File: config.mk
export PLATFORM = sky130hd
export DESIGN_NAME = video_timing
export DESIGN_NICKNAME = d
export VERILOG_FILES = /design/src/rtl/video_timing_pkg.sv /design/src/rtl/video_timing_delay_line.sv /design/src/rtl/video_timing.sv
export SDC_FILE = /design/constraint.sdc
export NUM_CORES = 1
export LEC_CHECK = 0
export CORE_MARGIN = 10
export CORE_UTILIZATION = 58
export DETAILED_ROUTE_END_ITERATION = 12
export PLACE_DENSITY = 0.91
export SKIP_LAST_GASP = 1
export SYNTH_ARGS = -nofsm -noshare
export SYNTH_HDL_FRONTEND = slang
export SYNTH_SLANG_ARGS = --single-unit
File: constraint.sdc
create_clock -name clk -period 5.6 [get_ports clk]
set_input_delay 1.68 -clock clk [delete_from_list [all_inputs] [get_ports clk]]
set_output_delay 1.68 -clock clk [all_outputs]
set_load 0.01 [all_outputs]
File: src/rtl/video_timing_pkg.sv
// video_timing_pkg: shared mode constants, sync polarity constants and flag bundle for the raster timing generator.
// Latency: n/a (declarations only).
// Backpressure: n/a.
package video_timing_pkg;

  localparam bit POL_ACTIVE_LOW  = 1'b0;
  localparam bit POL_ACTIVE_HIGH = 1'b1;

  // 640x480@60 (25.175 MHz pixel clock), negative syncs
  localparam int M640_H_ACTIVE = 640;
  localparam int M640_H_FP     = 16;
  localparam int M640_H_SYNC   = 96;
  localparam int M640_H_BP     = 48;
  localparam int M640_V_ACTIVE = 480;
  localparam int M640_V_FP     = 10;
  localparam int M640_V_SYNC   = 2;
  localparam int M640_V_BP     = 33;
  localparam bit M640_H_POL    = POL_ACTIVE_LOW;
  localparam bit M640_V_POL    = POL_ACTIVE_LOW;

  // 800x600@60 (40 MHz pixel clock), positive syncs
  localparam int M800_H_ACTIVE = 800;
  localparam int M800_H_FP     = 40;
  localparam int M800_H_SYNC   = 128;
  localparam int M800_H_BP     = 88;
  localparam int M800_V_ACTIVE = 600;
  localparam int M800_V_FP     = 1;
  localparam int M800_V_SYNC   = 4;
  localparam int M800_V_BP     = 23;
  localparam bit M800_H_POL    = POL_ACTIVE_HIGH;
  localparam bit M800_V_POL    = POL_ACTIVE_HIGH;

  // Decoded per-position flags, kept in active-high form until the output stage.
  typedef struct packed {
    logic hs;
    logic vs;
    logic blank;
    logic ls;
    logic fs;
  } flags_t;

  localparam flags_t FLAGS_IDLE = '{hs: 1'b0, vs: 1'b0, blank: 1'b1, ls: 1'b0, fs: 1'b0};

  function automatic int calc_total(input int active, input int fp, input int sync, input int bp);
    return active + fp + sync + bp;
  endfunction

endpackage

File: src/rtl/video_timing_delay_line.sv
// delay_line: ce-gated shift register of DEPTH stages, DEPTH=0 is a wire.
// Latency: DEPTH ce-advances. Ports: clk, rst (async active-low), ce, d[WIDTH], q[WIDTH].
// Backpressure: none; ce=0 freezes every stage.
module delay_line #(
  parameter int               WIDTH     = 1,
  parameter int               DEPTH     = 1,
  parameter logic [WIDTH-1:0] RESET_VAL = '0
) (
  input  logic             clk,
  input  logic             rst,
  input  logic             ce,
  input  logic [WIDTH-1:0] d,
  output logic [WIDTH-1:0] q
);

  if (DEPTH == 0) begin : g_bypass
    logic unused_ok;
    assign unused_ok = &{1'b0, clk, rst, ce};
    assign q = d;
  end else begin : g_stages
    logic [WIDTH-1:0] stage_q [DEPTH];

    always_ff @(posedge clk or negedge rst) begin
      if (!rst) begin
        for (int i = 0; i < DEPTH; i++) stage_q[i] <= RESET_VAL;
      end else if (ce) begin
        stage_q[0] <= d;
        for (int i = 1; i < DEPTH; i++) stage_q[i] <= stage_q[i-1];
      end
    end

    assign q = stage_q[DEPTH-1];
  end

endmodule

File: src/rtl/video_timing.sv
// video_timing: parametrised raster generator; x/y counters plus sync/blank/de/line_start/frame_start flags.
// Latency: flags for position P appear PIPE_DELAY ce-steps after x/y show P (all outputs registered).
// Backpressure: none; ce=0 holds every register. Ports: clk, rst (async low), ce in; x, y, h_sync, v_sync, blanking, de, line_start, frame_start out.
module video_timing
  import video_timing_pkg::*;
#(
  parameter int H_ACTIVE   = M640_H_ACTIVE,
  parameter int H_FP       = M640_H_FP,
  parameter int H_SYNC     = M640_H_SYNC,
  parameter int H_BP       = M640_H_BP,
  parameter int V_ACTIVE   = M640_V_ACTIVE,
  parameter int V_FP       = M640_V_FP,
  parameter int V_SYNC     = M640_V_SYNC,
  parameter int V_BP       = M640_V_BP,
  parameter bit H_POL      = M640_H_POL,
  parameter bit V_POL      = M640_V_POL,
  parameter int PIPE_DELAY = 2,
  parameter int CW         = 10
) (
  input  logic          clk,
  input  logic          rst,
  input  logic          ce,
  output logic [CW-1:0] x,
  output logic [CW-1:0] y,
  output logic          h_sync,
  output logic          v_sync,
  output logic          blanking,
  output logic          de,
  output logic          line_start,
  output logic          frame_start
);

  localparam int H_TOTAL = calc_total(H_ACTIVE, H_FP, H_SYNC, H_BP);
  localparam int V_TOTAL = calc_total(V_ACTIVE, V_FP, V_SYNC, V_BP);

  if ((H_TOTAL - 1) >= (1 << CW) || (V_TOTAL - 1) >= (1 << CW)) begin : g_err_cw
    $error("video_timing: CW too narrow for H_TOTAL/V_TOTAL");
  end
  if (H_SYNC < 1 || V_SYNC < 1) begin : g_err_sync
    $error("video_timing: sync widths must be non-zero");
  end
  if (PIPE_DELAY < 0 || PIPE_DELAY > 15) begin : g_err_pipe
    $error("video_timing: PIPE_DELAY must be 0..15");
  end

  // Every boundary is at most H_TOTAL-1 / V_TOTAL-1, so all fit in CW bits.
  localparam logic [CW-1:0] X_LAST   = CW'(H_TOTAL - 1);
  localparam logic [CW-1:0] Y_LAST   = CW'(V_TOTAL - 1);
  localparam logic [CW-1:0] H_ACT_C  = CW'(H_ACTIVE);
  localparam logic [CW-1:0] V_ACT_C  = CW'(V_ACTIVE);
  localparam logic [CW-1:0] HS_FIRST = CW'(H_ACTIVE + H_FP);
  localparam logic [CW-1:0] HS_LAST  = CW'(H_ACTIVE + H_FP + H_SYNC - 1);
  localparam logic [CW-1:0] VS_FIRST = CW'(V_ACTIVE + V_FP);
  localparam logic [CW-1:0] VS_LAST  = CW'(V_ACTIVE + V_FP + V_SYNC - 1);

  function automatic flags_t decode(input logic [CW-1:0] xx, input logic [CW-1:0] yy);
    flags_t f;
    f.blank = (xx >= H_ACT_C) || (yy >= V_ACT_C);
    f.hs    = (xx >= HS_FIRST) && (xx <= HS_LAST);
    f.vs    = (yy >= VS_FIRST) && (yy <= VS_LAST);
    f.ls    = (xx == '0);
    f.fs    = (xx == '0) && (yy == '0);
    return f;
  endfunction

  logic [CW-1:0] x_q, x_d;
  logic [CW-1:0] y_q, y_d;
  flags_t        flags_q;
  logic [4:0]    flags_dly;
  flags_t        flags_out;

  always_comb begin
    x_d = x_q;
    y_d = y_q;
    if (ce) begin
      if (x_q == X_LAST) begin
        x_d = '0;
        y_d = (y_q == Y_LAST) ? '0 : y_q + 1'b1;
      end else begin
        x_d = x_q + 1'b1;
      end
    end
  end

  // flags_q is decoded from the next-state counters, so it always describes the
  // position currently held in x_q/y_q. It resets to idle, which suppresses the
  // flags of the reset position itself (no frame_start until a full frame later).
  always_ff @(posedge clk or negedge rst) begin
    if (!rst) begin
      x_q     <= '0;
      y_q     <= '0;
      flags_q <= FLAGS_IDLE;
    end else if (ce) begin
      x_q     <= x_d;
      y_q     <= y_d;
      flags_q <= decode(x_d, y_d);
    end
  end

  delay_line #(
    .WIDTH     (5),
    .DEPTH     (PIPE_DELAY),
    .RESET_VAL (FLAGS_IDLE)
  ) u_delay_line (
    .clk (clk),
    .rst (rst),
    .ce  (ce),
    .d   (flags_q),
    .q   (flags_dly)
  );

  assign flags_out   = flags_t'(flags_dly);
  assign x           = x_q;
  assign y           = y_q;
  // Polarity is a constant per build, so these stay glitch-free register outputs.
  assign h_sync      = flags_out.hs ? H_POL : ~H_POL;
  assign v_sync      = flags_out.vs ? V_POL : ~V_POL;
  assign blanking    = flags_out.blank;
  assign de          = ~flags_out.blank;
  assign line_start  = flags_out.ls;
  assign frame_start = flags_out.fs;

endmodule
==> reports/qor.txt, run 1 <==
r2r setup slk = 2670 ps
share of layout cells above drive strength 1 = 0.111
hold depth = 2
Post-synth EDFFs = 0
Top FF cell, synth = dfrtp_1
worst hold path class = reg2reg
WL/cell = 15.6 um
CTS tree = yes
synth unique cells = 52
Switching Fraction = 0.337
die footprint = 6220 um^2
syn_area_per_cell = 9.57 um^2
Syn-to-layout area delta = 17.3%
Max IR drop VDD = 0.000155 V
Post-route DRC = 0
fillers = 265
H-tree Lvls = 2
internal power = 0.000448 W
Syn. warnings = 0
clock buffer depth = 2
Leak Pwr = 0.990 nW
run status = finished, final reports clean
Switch Pwr = 0.000228 W
Synth Cell Area = 2010 um^2
largest net degree at the start of global routing = 36
min Tclk post-route = 4210 ps
Die Ht = 78.9 um
Post-CTS Setup Inserts = 0
Chip Width = 78.9 um
Highest Signal Layer = met4
worst flop-to-flop path startpoint = x[5]$_DFFE_PN0P_
DR WL met2 = 2050 um
vias in the first global route = 1579
Area contributors post-synth = dfrtp_1 40%, xnor2_1 4.8%, mux2_2 4.5%, dfstp_2 3.9%, o21ai_0 3.5%
worst r2r path cells = 6
min-delay src = u_delay_line.g_stages.stage_q[9]$_DFFE_PN0P_
initial antenna violation count = 0
1st-pass router iterations = 4
Final period util = 0.752
Max Cap Violations = 0
Pwr Density = 287 nW/um^2
Mapped Nets = 216
met3 wire len = 349 um
Placed Cells = 273
grt total ovfl = 0
f_max = 0.237 GHz
Antenna diodes = 0
critical path type = in2reg
via count = 1667
port bufs = 28
total track usage = 0.150
post-synth top area share = 0.398
cell taking the most area after synthesis = dfrtp_1
Sink Count = 35
FF+latch count, synth = 35
final hold violations = 0
hpwl dp = 3100 um
routability cong. = 0.930
Synth async-reset ratio = 1.00
clock share of power = 0.217
root buffer cell = clkbuf_4
RSZ-0062 raised after global routing = no
Setup Viol. Count Final = 0
post_cts resized = 0
R2R Path End = flags_q[0]$_DFFE_PN0P_
Syn Inst Count = 210
setup_tns = 0 ps
Worst EP required = 5870 ps
hold buffers post-CTS = 0
most frequent cells in the layout = 32 x dfrtp_1, 28 x clkdlybuf4s50_1, 15 x nand2_1, 14 x o21ai_0
sequential share of power = 0.491
initial drt markers = 80
clk slew on worst S/H paths = 120 ps
core outline area = 3340 um^2
first-pass GRT wire length = 7670 um
M1 WL = 1950 um
Slew Viols, Final = 0
Post-Route WL = 4390 um
commonest non-fill, non-tap cell in the layout = dfrtp_1
final net count = 240
Logic pwr share = 0.292
slew of the pin with the lowest slew margin = 603 ps
Worst Setup Start Kind = input pin
number of routed nets with antenna violations = 0
crit-path max FO = 32
Initial Util = 0.603
crit path DAT = 4480 ps
Rel. slew slack = 0.595
Crit. End Element = flip-flop
Clock Latency Late Sink = 350 ps
post-DR vias/cell = 5.93
post-synthesis sequential area ratio = 0.437
Layout Cells excl Fill = 281
total CTS buffers = 5
Boundary Pins = 29
post-route clock skew = 15.3 ps
FP Rows = 21
sink of the worst hold path = u_delay_line.q[4]$_DFFE_PN0P_
==> logic make-up (layout without fill, tap and decap cells) <==
group,count (synthesis),in the layout,synth area share
buf+inv,27,52,0.0604
mux,9,9,0.0498
simple gates,78,78,0.222
flops,35,35,0.437
fa+ha+maj,3,3,0.0187
compound gates,42,42,0.143
xor+xnor,16,16,0.0697
==> worst max path at each step <==
stage	to	startpoint	slack, ps	cells past startpoint
after detailed placement	flags_q[0]$_DFFE_PN0P_	ce	1040	8
after global routing	flags_q[0]$_DFFE_PN0P_	ce	1260	8
after global placement	flags_q[0]$_DFFE_PN0P_	ce	1080	8
after floorplan	flags_q[0]$_DFFE_PN0P_	ce	1910	7
after CTS	flags_q[0]$_DFFE_PN0P_	ce	1390	8
final	flags_q[0]$_DFFE_PN0P_	ce	1390	8
==> Yosys cell counts, drive strengths merged (3+ instances only) <==
master	n
a211o	3
a21oi	6
and3	4
buf	8
clkbuf	6
dfrtp	32
dfstp	3
ha	3
inv	13
mux2	8
nand2	15
nand3	13
nand4	8
nor2	12
nor3	5
o21ai	14
or4	3
xnor2	11
xor2	5
==> registers in the layout, summed over array words and instances, names as in the netlist <==
register                       cells
x                                 10
y                                 10
u_delay_line.g_stages.stage_q      5
u_delay_line.q                     5
flags_q                            5
==> final cells by class <==
type	instances	area, um^2	share of cell area
Clock buffer	7	55.1	0.0233
Clock inverter	1	5.00	0.00212
Inverter	13	48.8	0.0207
Multi-Input combinational cell	148	1010	0.428
Sequential cell	35	880	0.373
Tap cell	46	57.6	0.0244
Timing Repair Buffer	31	303	0.128
==> per-stage QoR <==
stage	power (W)	setup WS [ps]	hold slack, ps	util	instance area, um^2
global route	0.000715	1260	537	0.707	2360
global placement	0.000528	1080	461	0.689	2300
finish	0.000677	1390	493	0.707	2360
detailed placement	0.000533	1040	478	0.689	2300
CTS	0.000679	1390	498	0.707	2360
floorplan	0.000460	1910	449	-	2010
==> routing by layer <==
metal | global-route usage | vias to the layer above
met5 | 0 | -
met4 | 0.0412 | 0
met3 | 0.0552 | 5
met2 | 0.237 | 52
met1 | 0.189 | 798
li1 | - | 812
==> power by group through the flow <==
stage | clock (W) | sequential, W | combinational [W]
after floorplan | 0 | 0.000319 | 0.000141
final | 0.000147 | 0.000332 | 0.000197
after detailed placement | 0 | 0.000336 | 0.000197
after global routing | 0.000158 | 0.000338 | 0.000219
after CTS | 0.000149 | 0.000331 | 0.000199
after global placement | 0 | 0.000334 | 0.000194
==> critical path, stage by stage <==
cell	delay, ps
clkdlybuf4s50_1	450
buf_4	300
nand2_1	200
or4_4	620
o31a_1	330
and4b_1	240
or4b_1	450
o32ai_2	200
Note: power is estimated with default switching activity, not from simulation.
==> run 2, diff against run 1 <==
--- a/config.mk
+++ b/config.mk
@@ -6,9 +6,9 @@
 export NUM_CORES = 1
 export LEC_CHECK = 0
 export CORE_MARGIN = 10
-export CORE_UTILIZATION = 58
+export CORE_UTILIZATION = 54
 export DETAILED_ROUTE_END_ITERATION = 12
-export PLACE_DENSITY = 0.91
+export PLACE_DENSITY = 0.86
 export SKIP_LAST_GASP = 1
 export SYNTH_ARGS = -nofsm -noshare
 export SYNTH_HDL_FRONTEND = slang
==> constraint.sdc (replaced) <==
create_clock -name clk -period 3.9 [get_ports clk]
set_input_delay 1.17 -clock clk [delete_from_list [all_inputs] [get_ports clk]]
set_output_delay 1.17 -clock clk [all_outputs]
set_load 0.01 [all_outputs]
==> run 2 against run 1 <==
  * Register-to-register slack worse by 1700 ps
  * Clock-buffer cell count stayed put
  * Sequential power is 44% higher
  * Via count is 0.42% lower
  * Combinational power is 46% higher
  * Clock power is 84% higher
  * Critical path depth is 1 lower
  * Routed wire length is 0.98% higher
  * Cell area is 2.4% higher
  * Hold slack worse by 9.7 ps
  * Final cell count is 1.8% higher
  * Critical path type unchanged
  * Largest power group unchanged
==> reports/qor.txt, run 2 (synthesis gave the netlist of run 1 again) <==
run status = finished, final reports clean
min-delay src = u_delay_line.g_stages.stage_q[8]$_DFFE_PN0P_
final hold slack = 483 ps (-9.73 ps)
first-pass GRT wire length = 7270 um (-5.1%)
post-DR vias/cell = 5.80 (-2.2%)
worst r2r path cells = 6 (unchanged)
commonest non-fill, non-tap cell in the layout = dfrtp_1
Worst Setup Start Kind = input pin
Clock Latency Late Sink = 290 ps (-60 ps)
Die Ht = 81.0 um (+2.7%)
Syn-to-layout area delta = 20.1%
worst hold path class = reg2reg
Slew Viols, Final = 0 (unchanged)
CTS tree = yes
post_cts resized = 0 (unchanged)
setup_tns = 0 ps (unchanged)
fillers = 294 (+11%)
Pwr Density = 429 nW/um^2 (+49%)
Setup Viol. Count Final = 0 (unchanged)
share of layout cells above drive strength 1 = 0.122 (+0.0112)
clock buffer depth = 2 (unchanged)
post-route clock skew = 2.20 ps (-13.1 ps)
hpwl dp = 3230 um (+4.1%)
crit-path max FO = 11 (-66%)
hold buffers post-CTS = 0 (unchanged)
largest net degree at the start of global routing = 36 (unchanged)
Total Power = 0.00104 W (+53%)
min Tclk post-route = 3350 ps
Boundary Pins = 29 (unchanged)
Max Cap Violations = 0 (unchanged)
Post-CTS Setup Inserts = 0 (unchanged)
1st-pass router iterations = 4 (unchanged)
Final period util = 0.860
routability cong. = 0.904 (-2.8%)
sink of the worst hold path = u_delay_line.q[3]$_DFFE_PN0P_
slew of the pin with the lowest slew margin = 435 ps (-168 ps)
root buffer cell = clkbuf_8
Worst Setup SP = ce
critical path type = in2reg
Max IR drop VDD = 0.000218 V (+41%)
Post-Route WL = 4440 um (+0.98%)
Rel. slew slack = 0.702 (+0.108)
die footprint = 6560 um^2 (+5.5%)
worst flop-to-flop path startpoint = x[5]$_DFFE_PN0P_
r2r setup slk = 1000 ps (-1670 ps)
f_max = 0.298 GHz
H-tree Lvls = 2 (unchanged)
most frequent cells in the layout = 32 x dfrtp_1, 28 x clkdlybuf4s50_1, 15 x nand2_1, 14 x o21ai_0
number of routed nets with antenna violations = 0 (unchanged)
clk slew on worst S/H paths = 70 ps (-50 ps)
grt total ovfl = 0 (unchanged)
final net count = 243 (+1.3%)
total track usage = 0.139 (-0.0110)
Antenna diodes = 0 (unchanged)
R2R Path End = flags_q[0]$_DFFE_PN0P_
final hold violations = 0 (unchanged)
Post-route DRC = 0 (unchanged)
Initial Util = 0.553 (-0.0492)
vias in the first global route = 1487 (-5.8%)
Worst EP required = 4100 ps (-1770 ps)
FP Rows = 22 (+4.8%)
via count = 1660 (-0.42%)
Sink Count = 35 (unchanged)
crit path DAT = 3560 ps (-920 ps)
WL/cell = 15.5 um (-0.79%)
multi-input logic area = 1010 um^2 (unchanged)
post-layout util = 0.665 (-0.0422)
RSZ-0062 raised after global routing = no
Leak Pwr = 1.02 nW (+2.8%)
total CTS buffers = 5 (unchanged)
Chip Width = 81.0 um (+2.7%)
Crit. End Element = flip-flop
initial drt markers = 126 (+57%)
hold depth = 2 (unchanged)
core outline area = 3630 um^2 (+8.9%)
storage element area = 880 um^2 (unchanged)
initial antenna violation count = 0 (unchanged)
port bufs = 28 (unchanged)
==> run 2: changes by cell type in the layout (fill, tap and decap cells not counted), sizes merged <==
cell	previous run	this run
buf	3	6
==> run 2: metal layers <==
| layer | wire, um | global-route usage | vias up |
|---|---|---|---|
| met5 | 0 | 0 | - |
| met4 | 48 | 0.0467 | 0 |
| met3 | 356 | 0.0430 | 6 |
| met2 | 2020 | 0.206 | 50 |
| met1 | 2010 | 0.188 | 789 |
| li1 | - | - | 815 |
==> run 2: layout make-up <==
type | count | area share
well taps | 48 | 0.0249
clock buffers | 7 | 0.0358
multi-input cells | 148 | 0.418
flip-flops and latches | 35 | 0.364
clock inverters | 1 | 0.00207
inverters | 13 | 0.0202
repair buffers | 34 | 0.135
==> run 2: critical path: stages <==
cell and delay, ps:
clkdlybuf4s50_1 490, nand2_1 80, or4_4 610, o31a_1 330, and4b_1 230, or4b_1 440
o32ai_2 200
==> run 2: stage by stage <==
stage	setup WS (ps)	instance area, um^2	std cells
after floorplan	723	2010	210
after global placement	275	2320	278
after detailed placement	250	2320	278
after CTS	546	2410	286
after global routing	468	2410	286
final	545	2410	286
==> run 2: worst max-delay path by stage <==
stage,to,slack [ps],cells after the start
6_report,flags_q[0]$_DFFE_PN0P_,550,7
5_1_grt,flags_q[0]$_DFFE_PN0P_,470,7
4_1_cts,flags_q[0]$_DFFE_PN0P_,550,7
3_5_place_dp,flags_q[0]$_DFFE_PN0P_,250,7
3_3_place_gp,flags_q[0]$_DFFE_PN0P_,270,7
2_1_floorplan,flags_q[0]$_DFFE_PN0P_,720,7
==> run 2: where the power goes <==
group	leakage (nW)	switching (W)	total [W]	internal, W
clock	0.0482	0.000128	0.000271	0.000142
sequential	0.447	0.0000747	0.000477	0.000402
combinational	0.523	0.000129	0.000288	0.000159
total	1.02	0.000332	0.00104	0.000704
==> run 3, diff against run 2 <==
--- a/config.mk
+++ b/config.mk
@@ -5,6 +5,7 @@
 export SDC_FILE = /design/constraint.sdc
 export NUM_CORES = 1
 export LEC_CHECK = 0
+export CAP_MARGIN = 30
 export CORE_MARGIN = 10
 export CORE_UTILIZATION = 54
 export DETAILED_ROUTE_END_ITERATION = 12
==> results of run 3 <==
No change in the layout: final DEF, timing and power equal those of run 2.
